### config.mk
export PLATFORM = sky130hd
export DESIGN_NAME = bet_sequencer_flat
export DESIGN_NICKNAME = d
export VERILOG_FILES = /design/src/rtl/bet_sequencer_if.sv /design/src/rtl/bet_sequencer.sv /design/src/flat_wrapper.sv
export SDC_FILE = /design/constraint.sdc
export NUM_CORES = 1
export LEC_CHECK = 0
export CAP_MARGIN = 30
export CORE_MARGIN = 10
export CORE_UTILIZATION = 43
export CTS_CLUSTER_DIAMETER = 30
export DETAILED_ROUTE_END_ITERATION = 7
export GPL_TIMING_DRIVEN = 0
export HOLD_SLACK_MARGIN = 0.03
export PLACE_DENSITY = 0.67
export SLEW_MARGIN = 10
export SYNTH_ARGS = -nofsm -noshare
export SYNTH_HDL_FRONTEND = slang
export SYNTH_SLANG_ARGS = --single-unit
### constraint.sdc
create_clock -name clock -period 7.6 [get_ports clock]
set_clock_uncertainty 0.2 [all_clocks]
set_input_delay 0.76 -clock clock [delete_from_list [all_inputs] [get_ports clock]]
set_output_delay 0.76 -clock clock [all_outputs]
set_load 0.01 [all_outputs]
### src/rtl/bet_sequencer_if.sv
// Bet sequencer bus: keyboard/processor inputs and the bet table / round status outputs.
// master = the side driving keys and strobes, slave = bet_sequencer.
interface bet_sequencer_if #(
  parameter int MAX_BETS = 12
);
  localparam int CW = $clog2(MAX_BETS + 1);

  logic                    key_valid;
  logic [5:0]              bet_opcode;
  logic [2:0]              color;
  logic                    clear_bets;
  logic                    spin_done;
  logic [8*MAX_BETS-1:0]   bets;
  logic [CW-1:0]           bet_count;
  logic                    full;
  logic                    spin;
  logic                    settling;
  logic                    accept;
  logic                    reject;
  logic                    timeout;

  modport master (
    output key_valid, bet_opcode, color, clear_bets, spin_done,
    input  bets, bet_count, full, spin, settling, accept, reject, timeout
  );

  modport slave (
    input  key_valid, bet_opcode, color, clear_bets, spin_done,
    output bets, bet_count, full, spin, settling, accept, reject, timeout
  );
endinterface

### src/rtl/bet_sequencer.sv
// Roulette bet sequencer: owns the bet table and runs the round
// IDLE/COLLECT -> SPIN -> SETTLE -> clear. All outputs are registered.
// Optional: define BET_DUP_REJECT_EN to refuse a bet identical to a stored one.
module bet_sequencer #(
  parameter int MAX_BETS      = 12,
  parameter int SPIN_TIMEOUT  = 100000000,
  parameter int SETTLE_CYCLES = 50000000
) (
  input logic           clock,
  input logic           reset,
  bet_sequencer_if.slave bus
);
  localparam int CW = $clog2(MAX_BETS + 1);

  typedef enum logic [1:0] {IDLE, COLLECT, SPIN, SETTLE} state_t;

  state_t                     state, state_n;
  logic [31:0]                timer;
  logic [MAX_BETS-1:0][7:0]   slots;
  logic [CW-1:0]              cnt, cnt_n;
  logic                       full_q, spin_q, settle_q, acc_q, rej_q, to_q;

  logic       is_spin, in_collect_phase, bet_ok, spin_ok, key_rej, dup;
  logic       wr, clr, to_set;
  logic [7:0] new_slot;

  assign new_slot         = {bus.color[1:0], bus.bet_opcode};
  assign is_spin          = bus.bet_opcode == 6'h3E;
  assign in_collect_phase = (state == IDLE) || (state == COLLECT);

`ifdef BET_DUP_REJECT_EN
  // Parallel match of the incoming bet against every occupied slot
  always_comb begin
    dup = 1'b0;
    for (int i = 0; i < MAX_BETS; i++)
      if ((CW'(i) < cnt) && (slots[i] == new_slot)) dup = 1'b1;
  end
`else
  assign dup = 1'b0;
`endif

  assign bet_ok  = bus.key_valid && !is_spin && (bus.bet_opcode != 6'h3F) &&
                   (bus.color != 3'b000) && in_collect_phase && !full_q &&
                   !bus.clear_bets && !dup;
  assign spin_ok = bus.key_valid && is_spin && (state == COLLECT) && !bus.clear_bets;
  assign key_rej = bus.key_valid && !bet_ok && !spin_ok;

  // Next-state and table-control decode
  always_comb begin
    state_n = state;
    wr      = 1'b0;
    clr     = 1'b0;
    to_set  = 1'b0;
    case (state)
      IDLE, COLLECT: begin
        if (bus.clear_bets) begin
          clr     = 1'b1;
          state_n = IDLE;
        end else if (spin_ok) begin
          state_n = SPIN;
        end else if (bet_ok) begin
          wr      = 1'b1;
          state_n = COLLECT;
        end
      end
      SPIN: begin
        // spin_done wins over a same-cycle expiry, so timeout stays clear
        if (bus.spin_done) begin
          state_n = SETTLE;
        end else if (timer == 32'(SPIN_TIMEOUT - 1)) begin
          state_n = SETTLE;
          to_set  = 1'b1;
        end
      end
      SETTLE: begin
        if (timer == 32'(SETTLE_CYCLES - 1)) begin
          clr     = 1'b1;
          state_n = IDLE;
        end
      end
      default: state_n = IDLE;
    endcase
  end

  always_comb begin
    cnt_n = cnt;
    if (clr)     cnt_n = '0;
    else if (wr) cnt_n = cnt + CW'(1);
  end

  // State register and phase timer (restarts at 0 on every state change)
  always_ff @(posedge clock or posedge reset) begin
    if (reset) begin
      state <= IDLE;
      timer <= '0;
    end else begin
      state <= state_n;
      if (state_n != state)                     timer <= '0;
      else if (state == SPIN || state == SETTLE) timer <= timer + 32'd1;
    end
  end

  // Bet table: append at slot[cnt], or wipe the whole table
  always_ff @(posedge clock or posedge reset) begin
    if (reset) begin
      slots <= '0;
      cnt   <= '0;
    end else begin
      cnt <= cnt_n;
      for (int i = 0; i < MAX_BETS; i++) begin
        if (clr)                         slots[i] <= 8'h00;
        else if (wr && (cnt == CW'(i)))  slots[i] <= new_slot;
      end
    end
  end

  // Registered status, pulses and sticky timeout
  always_ff @(posedge clock or posedge reset) begin
    if (reset) begin
      full_q   <= 1'b0;
      spin_q   <= 1'b0;
      settle_q <= 1'b0;
      acc_q    <= 1'b0;
      rej_q    <= 1'b0;
      to_q     <= 1'b0;
    end else begin
      full_q   <= cnt_n == CW'(MAX_BETS);
      spin_q   <= state_n == SPIN;
      settle_q <= state_n == SETTLE;
      acc_q    <= wr;
      rej_q    <= key_rej;
      if (spin_ok)     to_q <= 1'b0;
      else if (to_set) to_q <= 1'b1;
    end
  end

  assign bus.bets      = slots;
  assign bus.bet_count = cnt;
  assign bus.full      = full_q;
  assign bus.spin      = spin_q;
  assign bus.settling  = settle_q;
  assign bus.accept    = acc_q;
  assign bus.reject    = rej_q;
  assign bus.timeout   = to_q;
endmodule

### src/flat_wrapper.sv
// flat-port wrapper written by rule: the top's interface ports become plain ports
module bet_sequencer_flat 
#(
  parameter int MAX_BETS      = 12,
  parameter int SPIN_TIMEOUT  = 100000000,
  parameter int SETTLE_CYCLES = 50000000
)
  (clock, reset, bus_key_valid, bus_bet_opcode, bus_color, bus_clear_bets, bus_spin_done, bus_bets, bus_bet_count, bus_full, bus_spin, bus_settling, bus_accept, bus_reject, bus_timeout);
  bet_sequencer_if #(.MAX_BETS(MAX_BETS)) bus_i ();
  input logic clock;
  input logic reset;
  input wire logic [$bits(bus_i.key_valid)-1:0] bus_key_valid;
  input wire logic [$bits(bus_i.bet_opcode)-1:0] bus_bet_opcode;
  input wire logic [$bits(bus_i.color)-1:0] bus_color;
  input wire logic [$bits(bus_i.clear_bets)-1:0] bus_clear_bets;
  input wire logic [$bits(bus_i.spin_done)-1:0] bus_spin_done;
  output wire logic [$bits(bus_i.bets)-1:0] bus_bets;
  output wire logic [$bits(bus_i.bet_count)-1:0] bus_bet_count;
  output wire logic [$bits(bus_i.full)-1:0] bus_full;
  output wire logic [$bits(bus_i.spin)-1:0] bus_spin;
  output wire logic [$bits(bus_i.settling)-1:0] bus_settling;
  output wire logic [$bits(bus_i.accept)-1:0] bus_accept;
  output wire logic [$bits(bus_i.reject)-1:0] bus_reject;
  output wire logic [$bits(bus_i.timeout)-1:0] bus_timeout;
  assign bus_i.key_valid = bus_key_valid;
  assign bus_i.bet_opcode = bus_bet_opcode;
  assign bus_i.color = bus_color;
  assign bus_i.clear_bets = bus_clear_bets;
  assign bus_i.spin_done = bus_spin_done;
  assign bus_bets = bus_i.bets;
  assign bus_bet_count = bus_i.bet_count;
  assign bus_full = bus_i.full;
  assign bus_spin = bus_i.spin;
  assign bus_settling = bus_i.settling;
  assign bus_accept = bus_i.accept;
  assign bus_reject = bus_i.reject;
  assign bus_timeout = bus_i.timeout;
  bet_sequencer #(.MAX_BETS(MAX_BETS), .SPIN_TIMEOUT(SPIN_TIMEOUT), .SETTLE_CYCLES(SETTLE_CYCLES)) u_core (.clock(clock), .reset(reset), .bus(bus_i));
endmodule
==> results.md <==
* Worst slew pin tran at 0.8634 ns
* Post-synthesis sequential area ratio at 55.54%
* Nets@finish at 734
* Root Driver: clkbuf_16
* DR WL/cell at 19.15 um
* DR iter-0 viols at 297
* Crit-path cells: clkdlybuf4s50_1 > or4b_4 > a211oi_2 > o221ai_1 > o211ai_1 > buf_2 > nor2_1
* Share of layout cells above drive strength 1 at 8.104%
* P_leak at 4.227 nW
* Setup repair bufs after CTS at 0
* Global Route Usage Sum at 17.88%
* Area leader, netlist: dfrtp_1
* Syn Inst Count at 576
* Number of buffers created by CTS at 17
* Post-Layout Inst Area at 8324 um^2
* Mean post-synth cell area at 10.95 um^2
* Setup CP Type: in -> reg
* Die width at 141.1 um
* Asr flop ratio synth at 100.0%
* Area contributors post-synth: dfrtp_1 56%, mux2i_1 15%, nor2_1 8.0%
* Most frequent cell after synthesis: dfrtp_1
* Die Y at 141.1 um
* Port bufs at 119
* Grt ovf at 0
* RD Place Congestion at 0.8905
* H-tree levels at 4
* Largest net degree at the start of global routing at 73
* Pwr Total at 1.705 mW
* Fin. Hold Viols at 0
* Tmin final at 3.154 ns
* Worst Hold Depth at 1
* Cell Area, Synth at 6307 um^2
* Min-delay worst type: reg -> reg
* Clock slew at reported path FFs at 0.06 ns
* Vias in the first global route at 4931
* Largest fanout on the critical path at 10
* Via count at 4838
* Status: complete, no violations
* Clock Latency Late Sink at 0.43 ns
* Core Rows at 44
* YS warnings at 0
* Period utilisation layout at 41.49%
* Synth Register Bits at 140
* Boundary Pins at 120
* Hold Buf Count CTS at 0
* Synth top cells by count: 140 x dfrtp_1, 135 x nor2_1, 97 x mux2i_1, 24 x clkbuf_1, 19 x xor2_1
* Finish-stage setup viols at 0
* # DRC at 0
* Peak supply drop at 0.1635 mV
* Initial core utilization at 43.56%
* Core area at 14480 um^2
* PwrDens at 204.9 nW/um^2
* Slew headroom at 42.44%
* Crit path DAT at 3.26 ns
* TritonCTS Sinks at 140
* Area grow syn2layout at 31.98%
* DRT Pass-1 Iters at 6
* Final core occ at 57.49%
* Max stage delay cell, worst path: clkdlybuf4s50_1
* Reg2Reg Depth at 7
* Clock buffer depth at 2
* CTS tree: yes
* CP required at 7.71 ns
* Yosys cell types at 41
* TNS Setup at 0 ns
* Initial antenna violation count at 0
* Fmax at 0.3171 GHz
* Die ar. at 19910 um^2
* Primary FF master, synth: dfrtp_1
* Max incr delay on CP at 0.54 ns
* Area share of the largest cell type after synthesis at 55.54%
* Ant. Diodes at 0
* Post-CTS sizing at 0
* Hold_ws at 0.2934 ns
* Number of synthesized flops with an enable pin at 0
* Dpl hpwl at 12.35 mm
* Final ANT Viol Nets at 0
* First-pass GRT wire length at 27.84 mm
* RSZ-0062 raised after global routing: false
* Crit path capture type: register
* Placed Area at 7761 um^2
* Vias/cell at 5.305
* Wirelength, routed at 17.46 mm
* CP Launch Type: input pin
* Number of max-cap violations at 0
* Syn_nets at 595
* Final Max Slew Viols at 0
worst max-delay path, delay by kind of cell:
kind | cells | cell delay [ns]
AOI/OAI and AO/OA | 3 | 1.01
buffers and inverters | 2 | 0.88
and+or+nand+nor | 2 | 0.60
report_power, final:
| group | internal (mW) | switching (mW) | total [mW] | leakage [nW] |
|---|---|---|---|---|
| combinational | 0.0451 | 0.0655 | 0.111 | 2.05 |
| clock | 0.438 | 0.353 | 0.791 | 0.274 |
| sequential | 0.773 | 0.0310 | 0.804 | 1.90 |
final cells by class:
cell class,count,area [um^2]
Tap cell,184,230.2
Buffer,43,195.2
Fill cell,1213,6155
Clock buffer,18,439.2
Sequential cell,140,3503
Multi-Input combinational cell,386,2582
Timing Repair Buffer,120,1219
Clock inverter,14,123.9
Inverter,7,31.28
cell families after synthesis:
group	after synthesis	synth area share (%)
multiplexers	97	15.39
adder cells (fa/ha/maj)	5	0.9919
flip-flops	140	55.54
AO/OA/AOI/OAI	19	2.361
XOR/XNOR	32	4.444
buffers and inverters	50	3.511
AND/OR/NAND/NOR	233	17.75
metal layers:
| metal | share of wire, % | track usage, % | up-vias |
|---|---|---|---|
| met3 | 9.6 | 8.465 | 27 |
| met5 | 0 | 0 | - |
| met1 | 40 | 20.48 | 2402 |
| li1 | - | - | 2248 |
| met2 | 49 | 28.46 | 161 |
| met4 | 1.8 | 6.630 | 0 |
worst paths after layout:
path	from	slack [ns]	end
max	bus_key_valid	4.45	u_core.timer[15]
min	u_core.bus.timeout	0.29	u_core.bus.timeout
max reg2reg	u_core.timer[7]	4.58	u_core.bus.bets[49]
min reg2reg	u_core.bus.timeout	0.29	u_core.bus.timeout
max in group asynchronous	reset	5.85	u_core.bus.bets[30]
min in group asynchronous	reset	0.60	u_core.bus.bets[0]
cells in the final DEF (no fill, tap or decap), types with 6 or more instances in the layout:
cell,count
nor2_1,135
clkbuf_1,24
buf_2,15
dfrtp_1,140
nand2_1,16
nor3_1,8
nand3_1,14
and3_1,10
nand4_1,13
xnor2_1,13
clkdlybuf4s50_1,119
and4_1,9
inv_6,7
mux2i_1,97
xor2_1,19
inv_1,6
clkbuf_16,17
registers in the layout, summed over array words and instances (netlist names):
register / cells
u_core.bus.timeout: 1
u_core.bus.accept: 1
u_core.bus.full: 1
u_core.bus.bets: 96
u_core.bus.settling: 1
u_core.state: 2
u_core.bus.spin: 1
u_core.bus.bet_count: 4
u_core.timer: 32
u_core.bus.reject: 1
per-stage QoR:
step                      std cells  setup slack, ns
after CTS                       912            4.452
after global placement          879            1.077
after floorplan                 576            2.887
after detailed placement        880            4.006
final                           912            4.446
after global routing            912            4.292
No activity file was read; power rests on OpenSTA's default activity.
